$ cat src/rtl/inst_fetch.sv
// rtl/inst_fetch.sv - instruction fetch stage: single-outstanding imem request, PC-tagged output FIFO, flush kill
module inst_fetch #(
  parameter int          FIFO_DEPTH = 2,
  parameter logic [31:0] NOP_INST   = 32'h0000_0000
) (
  input  logic        clk,
  input  logic        rest_n,
  input  logic [31:0] pc_addr,
  input  logic [31:0] pc_rt_addr,
  input  logic        pc_valid,
  output logic        pc_ready,
  input  logic        flush,
  output logic        imem_req,
  output logic [31:0] imem_addr,
  input  logic        imem_gnt,
  input  logic        imem_rvalid,
  input  logic [31:0] imem_rdata,
  output logic        id_valid,
  input  logic        id_ready,
  output logic [31:0] id_inst,
  output logic [31:0] id_pc,
  output logic [31:0] id_rt_addr
);

  localparam int PW = $clog2(FIFO_DEPTH);
  localparam int CW = PW + 1;
  localparam logic [CW-1:0] DEPTH_C = CW'(FIFO_DEPTH);

  typedef enum logic [1:0] {IDLE, REQ, WAIT, DROP} state_t;

  state_t        state, state_nx;
  logic          kill, kill_nx;
  logic          accept, push, pop;
  logic [31:0]   tag_pc, tag_rt;
  logic [CW-1:0] count;
  logic [PW-1:0] wr_ptr, rd_ptr;
  logic [31:0]   mem_inst [FIFO_DEPTH];
  logic [31:0]   mem_pc   [FIFO_DEPTH];
  logic [31:0]   mem_rt   [FIFO_DEPTH];

  // Credit check deliberately ignores a same-cycle pop to keep pc_ready off the id_ready path.
  always_comb begin
    state_nx = state;
    kill_nx  = kill;
    accept   = 1'b0;
    push     = 1'b0;
    pc_ready = rest_n && (state == IDLE) && (count < DEPTH_C) && !flush;
    case (state)
      IDLE: begin
        if (pc_valid && pc_ready) begin
          accept   = 1'b1;
          kill_nx  = 1'b0;
          state_nx = REQ;
        end
      end
      REQ: begin
        if (imem_gnt) begin
          state_nx = (flush || kill) ? DROP : WAIT;
          kill_nx  = 1'b0;
        end else if (flush) begin
          kill_nx = 1'b1;
        end
      end
      WAIT: begin
        if (imem_rvalid) begin
          push     = !flush;
          state_nx = IDLE;
        end else if (flush) begin
          state_nx = DROP;
        end
      end
      DROP: begin
        if (imem_rvalid) state_nx = IDLE;
      end
      default: state_nx = IDLE;
    endcase
  end

  assign pop = id_valid && id_ready && !flush;

  always_ff @(posedge clk or negedge rest_n) begin
    if (!rest_n) begin
      state     <= IDLE;
      kill      <= 1'b0;
      tag_pc    <= '0;
      tag_rt    <= '0;
      imem_req  <= 1'b0;
      imem_addr <= '0;
      count     <= '0;
      wr_ptr    <= '0;
      rd_ptr    <= '0;
    end else begin
      state    <= state_nx;
      kill     <= kill_nx;
      imem_req <= (state_nx == REQ);
      if (accept) begin
        tag_pc    <= pc_addr;
        tag_rt    <= pc_rt_addr;
        imem_addr <= {pc_addr[31:2], 2'b00};
      end
      if (flush) begin
        count  <= '0;
        wr_ptr <= '0;
        rd_ptr <= '0;
      end else begin
        if (push) wr_ptr <= wr_ptr + 1'b1;
        if (pop)  rd_ptr <= rd_ptr + 1'b1;
        if (push && !pop)      count <= count + CW'(1);
        else if (!push && pop) count <= count - CW'(1);
      end
    end
  end

  always_ff @(posedge clk) begin
    if (push) begin
      mem_inst[wr_ptr] <= imem_rdata;
      mem_pc[wr_ptr]   <= tag_pc;
      mem_rt[wr_ptr]   <= tag_rt;
    end
  end

  assign id_valid   = (count != '0);
  assign id_inst    = id_valid ? mem_inst[rd_ptr] : NOP_INST;
  assign id_pc      = id_valid ? mem_pc[rd_ptr]   : 32'h0;
  assign id_rt_addr = id_valid ? mem_rt[rd_ptr]   : 32'h0;

endmodule

$ cat config.mk
export PLATFORM = sky130hd
export DESIGN_NAME = inst_fetch
export DESIGN_NICKNAME = d
export VERILOG_FILES = /design/src/rtl/inst_fetch.sv
export SDC_FILE = /design/constraint.sdc
export NUM_CORES = 1
export LEC_CHECK = 0
export BUFFER_PORTS_ARGS = -buffer_cell sky130_fd_sc_hd__buf_2
export CORE_ASPECT_RATIO = 1.2
export CORE_MARGIN = 2
export CORE_UTILIZATION = 30
export CTS_CLUSTER_SIZE = 14
export DETAILED_ROUTE_END_ITERATION = 10
export PLACE_DENSITY = 0.59
export SLEW_MARGIN = 20
export SYNTH_ARGS = -nofsm -noshare
export SYNTH_HDL_FRONTEND = slang
export SYNTH_SLANG_ARGS = --single-unit
$ cat constraint.sdc
create_clock -name clk -period 8.97 [get_ports clk]
set_clock_uncertainty 0.2 [all_clocks]
set_input_delay 0.897 -clock clk [delete_from_list [all_inputs] [get_ports clk]]
set_output_delay 0.897 -clock clk [all_outputs]
set_load 0.02 [all_outputs]
Yosys cells after proc, flatten, opt, wreduce, memory -nomap -nowiden:

Memories as Yosys holds them, arrays and structs flattened.
Index checks and enable logic that the tools add are counted.

* register bits after elaboration: 102
* RAM bits: 192
* input bits: 103
* output and inout bits: 131
* word-level logic and storage cells: 69
* memories: 3

* $add $sub $neg: 4
* magnitude comparators: 1
* equality and inequality tests: 6
* multiplexer cells: 27
* reduce and logical (&&, ||, !) cells: 19

Memories
* mem_inst: depth 2, width 32, read ports 1, clocked after memory_dff 0, write ports 1, RTL line 37 `logic [31:0] mem_inst [FIFO_DEPTH];`
* mem_pc: depth 2, width 32, read ports 1, clocked after memory_dff 0, write ports 1, RTL line 38 `logic [31:0] mem_pc [FIFO_DEPTH];`
* mem_rt: depth 2, width 32, read ports 1, clocked after memory_dff 0, write ports 1, RTL line 39 `logic [31:0] mem_rt [FIFO_DEPTH];`

Operators by type and width (count)
* $mux 32: 3
* $mux 2: 8
* $mux 1: 14
* $logic_and 1x1->1: 8
* $pmux 2 s4: 1
* $reduce_bool 2->1: 4
* $eq 2x1->1 const B: 2
* $eq 2x2->1 const B: 2
* $logic_not 1->1: 3
* $ne 3x3->1 const B: 1
* $reduce_and 3->1: 1
* $reduce_bool 3->1: 1
* $add 1x1->1 const B: 2
* $add 2x1->2 const B: 1
* $logic_not 2->1: 1
* $lt 2x2->1 const B: 1
* $ne 2x1->1 const B: 1
* $pmux 1 s2: 1
* $sub 2x1->2 const B: 1
* $logic_or 1x1->1: 1

Depth between registers and ports, before layout:

Gate-level depths: netlist of run 1.

* depth in word-level cells: 8
* depth in mapped cells: 6
* mapped depth without buffers: 3

Worst setup path before layout of run 1:

No wires, ideal clock.

* path kind: in2reg
* from: input port flush
* to: memory mem_inst[0][0] (enable)
* library setup time: 552 ps
* arrival: 5275 ps
* data required time: 8218 ps
* setup slack: 2944 ps
* stages: 3
* buffers on the path: 1
* cells stage by stage: buf_2 nand4bb_1 nor2_1

* cells in the longest elaborated chain, start to end: 5

Ends and longest elaborated chain
* from (decl): RTL line 12 `input logic flush,`
* $logic_not 1->1: RTL line 66 `push = !flush;`
* $mux 1: RTL line 65 `if (imem_rvalid) begin`
* $mux 1: RTL line 48 `case (state)`
* $mux 1: RTL line 115 `if (push) begin`
* $mux 1 (implied by the code): RTL line 116 `mem_inst[wr_ptr] <= imem_rdata;`
* to (decl): RTL line 37

No other way between the ends.

Worst setup path in the final report of run 1:

* from: register rd_ptr
* to: output port id_pc[18]

* cells in the longest elaborated chain, start to end: 2

Ends and longest elaborated chain
* from (decl): RTL line 36 `logic [PW-1:0] wr_ptr, rd_ptr;`
* from (signal assigned): RTL line 107 `if (pop) rd_ptr <= rd_ptr + 1'b1;`
* $mem_v2 2x32
* $mux 32: RTL line 124 `assign id_pc = id_valid ? mem_pc[rd_ptr] : 32'h0;`
* to (decl): RTL line 21 `output logic [31:0] id_pc,`

No other way between the ends.

==> impl_metrics.py, run 1 <==
metrics = {
    "floorplanning": {
        "rows": 74,
        "core_area_sq_um": 34200,
        "die-area_sq_um": 36200,
        "io_pins": 234,
        "die_w_um": 174,
        "start_util_pct": 30.5,
        "fp.dieH_um": 208,
    },
    "yosys": {
        "syn_inst": 619,
        "yosys_warnings": 0,
        "synth_xor_area_share_pct": 0.0841,
        "synth_flop_cell": "edfxtp_1",
        "synth_edf_count": 192,
        "synthAdderAreaFrac_pct": 0,
        "synth_mux_area_share_pct": 17.6,
        "synth_compound_area_share_pct": 0.637,
        "synth.distinct_cells": 33,
        "yosysTopAreaCell": "edfxtp_1",
        "syn_area_sq_um": 10400,
        "synth_area_per_cell_sq_um": 16.8,
        "ys_top_cells_by_area": "edfxtp_1, dfrtp_1, mux2i_1, mux2_4, nor2_1",
        "synth_top_family_by_area": "multiplexers",
        "netlist.area_leader.share_pct": 55.4,
        "synthSimpleGateAreaFrac_pct": 4.82,
        "ys_async_sr_fraction_pct": 27.3,
        "synth_seq_cells": 264,
        "yosysMostFrequentCell": "edfxtp_1",
        "synth_common_cells": "edfxtp_1, nor2_1, mux2i_1, dfrtp_1, mux2_4",
        "ys_seq_area_share_pct": 72.7,
    },
    "timing": {
        "max_freq_ghz": 0.244,
        "post-route-period-util_pct": 45.7,
        "slew_headroom_pct": 35.4,
        "hold_violations": 0,
        "setup_tns_ns": 0,
        "maxSlewViolCount": 0,
        "tightest_slew_ns": 0.969,
        "finalSetupViolCount": 0,
        "finalCriticalPeriod_ns": 4.10,
        "rsz0062_at_grt": "no",
    },
    "drt": {
        "via_per_inst": 4.33,
        "ant_nets": 0,
        "drt_wl_total_mm": 21.8,
        "drc": 0,
        "num_vias": 5640,
        "avgRoutedWirePerCell_um": 16.8,
        "dr.pass1.iters": 4,
        "drtIter0Drc": 274,
    },
    "global_route": {
        "grt_use_total_pct": 11.9,
        "grt_pass1_wl_mm": 33.6,
        "antenna_found_initial": 2,
        "grt_pass1_vias": 5809,
        "grt_max_degree": 73,
        "gr-total-overflow": 0,
    },
    "finish": {
        "regArea_sq_um": 7570,
        "drive_above_1_share_pct": 41.9,
        "multiInputGateArea_sq_um": 2440,
        "fin_cells": 1302,
        "final_core_util_pct": 37.4,
        "nets": 929,
        "syn2layout_area_growth_pct": 22.6,
        "fillers": 3246,
    },
    "critical_path": {
        "ff2ff_path_depth": 3,
        "cp_slowest_cell": "dfrtp_4",
        "critPathTopFamily": "buffers and inverters",
        "worstSetupStartpointType": "flip-flop",
        "critPathCaptureType": "primary output",
        "required_ns": 7.87,
        "critPathBufInv": 2,
        "critPathArrivalTime_ns": 3.01,
        "cp.depth": 4,
        "max_stage_delay_ns": 0.97,
        "worstPathCellList": "buf_4 -> mux2i_1 -> nor2_1 -> buf_2",
        "cp_max_fo": 51,
        "path_class": "reg2out",
    },
    "place": {
        "routabilityCongestion": 0.678,
        "hpwlAfterDp_mm": 13.6,
        "portBuffers": 231,
        "placedCellCount": 1253,
    },
    "cts": {
        "cts_tree": "yes",
        "cts_buffers": 27,
        "post-cts-setup-buffer-count": 0,
        "insertion_delay_ns": 0.52,
        "post_cts_resized": 0,
        "cts_buffer_depth": 3,
        "htree_levels": 1,
        "cts.clk_slew.worst_paths_ns": 0.06,
        "clock-sinks": 264,
        "cts_hold_buf": 0,
        "clockRootBuffer": "clkbuf_16",
    },
    "flow_run": {
        "maxCapViolCount": 0,
    },
    "min_path": {
        "hold-path-cell-count": 0,
        "hold_class": "reg2reg",
    },
    "run_status": {
        "status": "finished clean",
    },
    "power": {
        "fin_total_pwr_mw": 3.52,
        "p_per_area_nw_per_um2": 276,
        "leakage_nw": 5.10,
        "peakVddDrop_uv": 152,
    },
}
## worst reg2reg max path: cells and delay by family (launching register included)
| kind | cells | cell delay, ns |
|---|---|---|
| simple gates | 2 | 0.99 |
| buf+inv | 1 | 0.74 |
| flops | 1 | 0.45 |
## sequential cells by signal (all words and copies together) (netlist names)
register and count:
count 2, imem_req 1, kill 1, mem_inst 64, mem_pc 64, mem_rt 64, rd_ptr 1, state 2
tag_pc 32, tag_rt 32, wr_ptr 1
## cells by family after synthesis
| logic type | after synthesis |
|---|---|
| other cells | 1 |
| compound gates | 11 |
| simple gates | 118 |
| buf+inv | 63 |
| xor+xnor | 1 |
| flops | 264 |
| mux | 161 |
## layer usage
| layer | share of wire [%] | vias to the layer above | track usage, % | wire length [um] |
|---|---|---|---|---|
| met5 | 0.078 | - | 0 | 17 |
| met4 | 2.4 | 2 | 3.85 | 524 |
| met3 | 6.3 | 41 | 2.83 | 1390 |
| met2 | 50 | 170 | 20.8 | 10800 |
| met1 | 42 | 2786 | 14.5 | 9100 |
| li1 | - | 2641 | - | - |
## layout by cell type (no fill, tap or decap), types with 2 or more instances in the layout
| cell | n |
|---|---|
| buf_2 | 230 |
| edfxtp_1 | 192 |
| nor2_1 | 98 |
| mux2i_1 | 97 |
| dfrtp_1 | 71 |
| mux2_4 | 38 |
| clkbuf_16 | 27 |
| mux2_2 | 26 |
| buf_4 | 8 |
| clkbuf_1 | 6 |
| bufinv_16 | 6 |
| a21oi_1 | 4 |
| nand2_1 | 3 |
| o21ai_0 | 3 |
| clkinv_2 | 3 |
| clkbuf_8 | 3 |
| nor2_4 | 2 |
| nor2_2 | 2 |
| and3b_1 | 2 |
| conb_1 | 2 |
| clkinvlp_4 | 2 |
## metrics by stage
stage	hold slack, ns	setup slack [ns]	area, sq um
2_1_floorplan	0.237	2.94	10400
3_3_place_gp	0.245	5.29	11800
3_5_place_dp	0.250	5.28	11800
4_1_cts	0.265	4.68	12800
5_1_grt	0.276	4.59	12800
6_report	0.261	4.87	12800
## layout make-up
| class | instances | area share, % |
|---|---|---|
| repair buffers | 239 | 9.58 |
| multi-input cells | 293 | 19.1 |
| well taps | 456 | 4.47 |
| flip-flops and latches | 264 | 59.3 |
| diodes | 1 | 0.0196 |
| clock inverters | 12 | 1.72 |
| inverters | 1 | 0.0294 |
| clock buffers | 36 | 5.79 |
## power breakdown
part | total (mW) | switching [mW] | internal [mW] | leakage (nW)
Combinational | 0.558 | 0.282 | 0.276 | 2.02
Sequential | 1.76 | 0.158 | 1.60 | 2.61
Clock | 1.20 | 0.452 | 0.750 | 0.462
## path summary, 6_finish.rpt
check | start | to | slack [ns]
setup / recovery | rd_ptr$_DFFE_PN0P_ | id_pc[18] | 4.87
hold / removal | tag_rt[27]$_DFFE_PN0P_ | mem_rt[1][27]$_DFFE_PP_ | 0.26
setup reg to reg | state[0]$_DFF_PN0_ | mem_inst[1][19]$_DFFE_PP_ | 6.19
hold reg to reg | tag_rt[27]$_DFFE_PN0P_ | mem_rt[1][27]$_DFFE_PP_ | 0.26
max in group asynchronous | rest_n | rd_ptr$_DFFE_PN0P_ | 7.66
min in group asynchronous | rest_n | tag_rt[23]$_DFFE_PN0P_ | 0.35
No activity file was read; power rests on OpenSTA's default activity.
==> run 2, diff against run 1 <==
Settings changed: PLACE_DENSITY 0.59 to 0.61.
Clock period 8.97 ns to 3.6 ns, I/O delays scaled along.
==> impl_metrics.py, run 2 (synthesis gave the netlist of run 1 again) <==
metrics = {
    "power": {
        "peakVddDrop_uv": 378,
        "switching_power_mw": 2.22,
        "clkPwrFrac_pct": 30.6,
        "internal-power_mw": 6.26,
        "swShare_pct": 26.2,
        "seqPwrFrac_pct": 51.6,
        "p_per_area_nw_per_um2": 618,
        "leakage_nw": 5.49,
        "combPwrFrac_pct": 17.8,
    },
    "finish": {
        "drive_above_1_share_pct": 37.1,
        "regArea_sq_um": 7570,
        "multiInputGateArea_sq_um": 2440,
        "antennaDiodeCount": 0,
        "finalInstanceArea_sq_um": 13700,
        "nets": 1033,
        "reg_top3": "mem_inst (64), mem_pc (64), mem_rt (64)",
        "final_common_cell": "buf_2",
        "final_cell_mix": "buf_2, edfxtp_1, dlygate4sd3_1, nor2_1, mux2i_1",
        "syn2layout_area_growth_pct": 31.9,
        "fillers": 3108,
    },
    "drt": {
        "drtIter0Drc": 237,
        "via_per_inst": 4.27,
        "drt_wl_total_mm": 22.3,
        "drc": 0,
        "avgRoutedWirePerCell_um": 15.9,
        "dr.pass1.iters": 4,
        "num_vias": 6004,
        "ant_nets": 0,
    },
    "place": {
        "portBuffers": 231,
        "hpwlAfterDp_mm": 14.0,
        "placed_area_sq_um": 11900,
        "routabilityCongestion": 0.707,
    },
    "floorplanning": {
        "fp.dieH_um": 208,
        "io_pins": 234,
        "die-area_sq_um": 36200,
        "start_util_pct": 30.5,
        "core_area_sq_um": 34200,
        "rows": 74,
        "die_w_um": 174,
    },
    "critical_path": {
        "worstSetupStartpointType": "flip-flop",
        "r2r-start": "state[0]$_DFF_PN0_",
        "r2r_setup_slack_ns": 1.26,
        "required_ns": 3.04,
        "path_class": "reg2out",
        "critPathCaptureType": "primary output",
        "ff2ff_path_depth": 3,
        "critPathArrivalTime_ns": 2.23,
        "r2r_end": "mem_inst[0][24]$_DFFE_PP_",
        "cp_max_fo": 38,
    },
    "cts": {
        "htree_levels": 1,
        "clockRootBuffer": "clkbuf_16",
        "post_cts_resized": 0,
        "cts.clk_slew.worst_paths_ns": 0.06,
        "insertion_delay_ns": 0.53,
        "cts_tree": "yes",
        "cts_buffer_depth": 3,
        "post-cts-setup-buffer-count": 0,
        "clock-sinks": 264,
        "cts_buffers": 27,
    },
    "timing": {
        "maxSlewViolCount": 0,
        "tightest_slew_ns": 0.791,
        "hold_violations": 0,
        "slew_headroom_pct": 47.3,
        "rsz0062_at_grt": "no",
        "post-route-period-util_pct": 77.5,
        "setup_tns_ns": 0,
        "finalSetupViolCount": 0,
        "max_freq_ghz": 0.358,
        "finalCriticalPeriod_ns": 2.79,
    },
    "run_status": {
        "status": "finished clean",
    },
    "global_route": {
        "antenna_found_initial": 3,
        "grt_pass1_wl_mm": 34.3,
        "gr-total-overflow": 0,
        "grt_use_total_pct": 12.1,
        "grt_pass1_vias": 6338,
        "grt_max_degree": 61,
    },
    "flow_run": {
        "maxCapViolCount": 0,
    },
    "min_path": {
        "hold_class": "in2async",
    },
}
run 2: cell types whose count changed in the layout (fill, tap and decap cells not counted), moves of 2 or more:
cell / before / now
buf_12: 0 / 6
buf_4: 8 / 6
bufinv_16: 6 / 1
clkbuf_1: 6 / 10
clkinv_1: 0 / 2
dlygate4sd3_1: 0 / 101
run 2: through the flow:
step	power, mW	setup WS (ns)	instances	utilization [%]	hold WS, ns
2_1_floorplan	5.55	0.757	620	-	-0.136
3_3_place_gp	5.81	1.18	1256	34.8	0.0855
3_5_place_dp	5.88	1.13	1256	34.8	0.0852
4_1_cts	8.61	0.747	1406	40.2	0.0313
5_1_grt	8.87	0.673	1406	40.2	0.0740
6_report	8.48	0.809	1406	40.2	0.0623
run 2: how the worst max path moves through the flow:
stage | startpoint | to | slack [ns] | cells past startpoint
after floorplan | flush | mem_inst[0][0]$_DFFE_PP_ | 0.76 | 3
after global placement | flush | mem_inst[0][24]$_DFFE_PP_ | 1.18 | 4
after detailed placement | flush | mem_inst[0][26]$_DFFE_PP_ | 1.13 | 4
after CTS | rd_ptr$_DFFE_PN0P_ | id_rt_addr[29] | 0.75 | 4
after global routing | rd_ptr$_DFFE_PN0P_ | id_rt_addr[9] | 0.67 | 4
final | rd_ptr$_DFFE_PN0P_ | id_rt_addr[9] | 0.81 | 4
run 2: layout make-up:
class | instances | area share (%)
clock buffer | 39 | 5.39
sequential | 264 | 55.1
timing repair buffer | 343 | 16.9
inverter | 1 | 0.0273
multi-input combinational | 293 | 17.7
clock inverter | 10 | 0.601
tap | 456 | 4.15
run 2: critical path, stage by stage, from the launching register on:
cell and delay [ns]:
dfrtp_4 0.80, buf_12 0.33, mux2i_1 0.26, nor2_1 0.08
buf_2 0.18
run 2: power by group through the flow:
stage | Sequential (mW) | Combinational (mW) | Clock (mW)
detailed placement | 4.45 | 1.44 | 0
floorplan | 4.29 | 1.26 | 0
global route | 4.45 | 1.62 | 2.79
CTS | 4.39 | 1.53 | 2.70
finish | 4.38 | 1.51 | 2.59
global placement | 4.40 | 1.42 | 0
run 2: timing repair:
item                       CTS  global route
setup endpoints to repair    0             0
hold endpoints to repair   149             0
hold buffers               101             0
run 2: metal layers:
metal	vias up	GRT usage [%]	part of all wire (%)
li1	2844	-	-
met1	2930	14.1	40
met2	177	21.8	51
met3	47	2.76	5.5
met4	6	4.43	2.8
met5	-	0	0.16
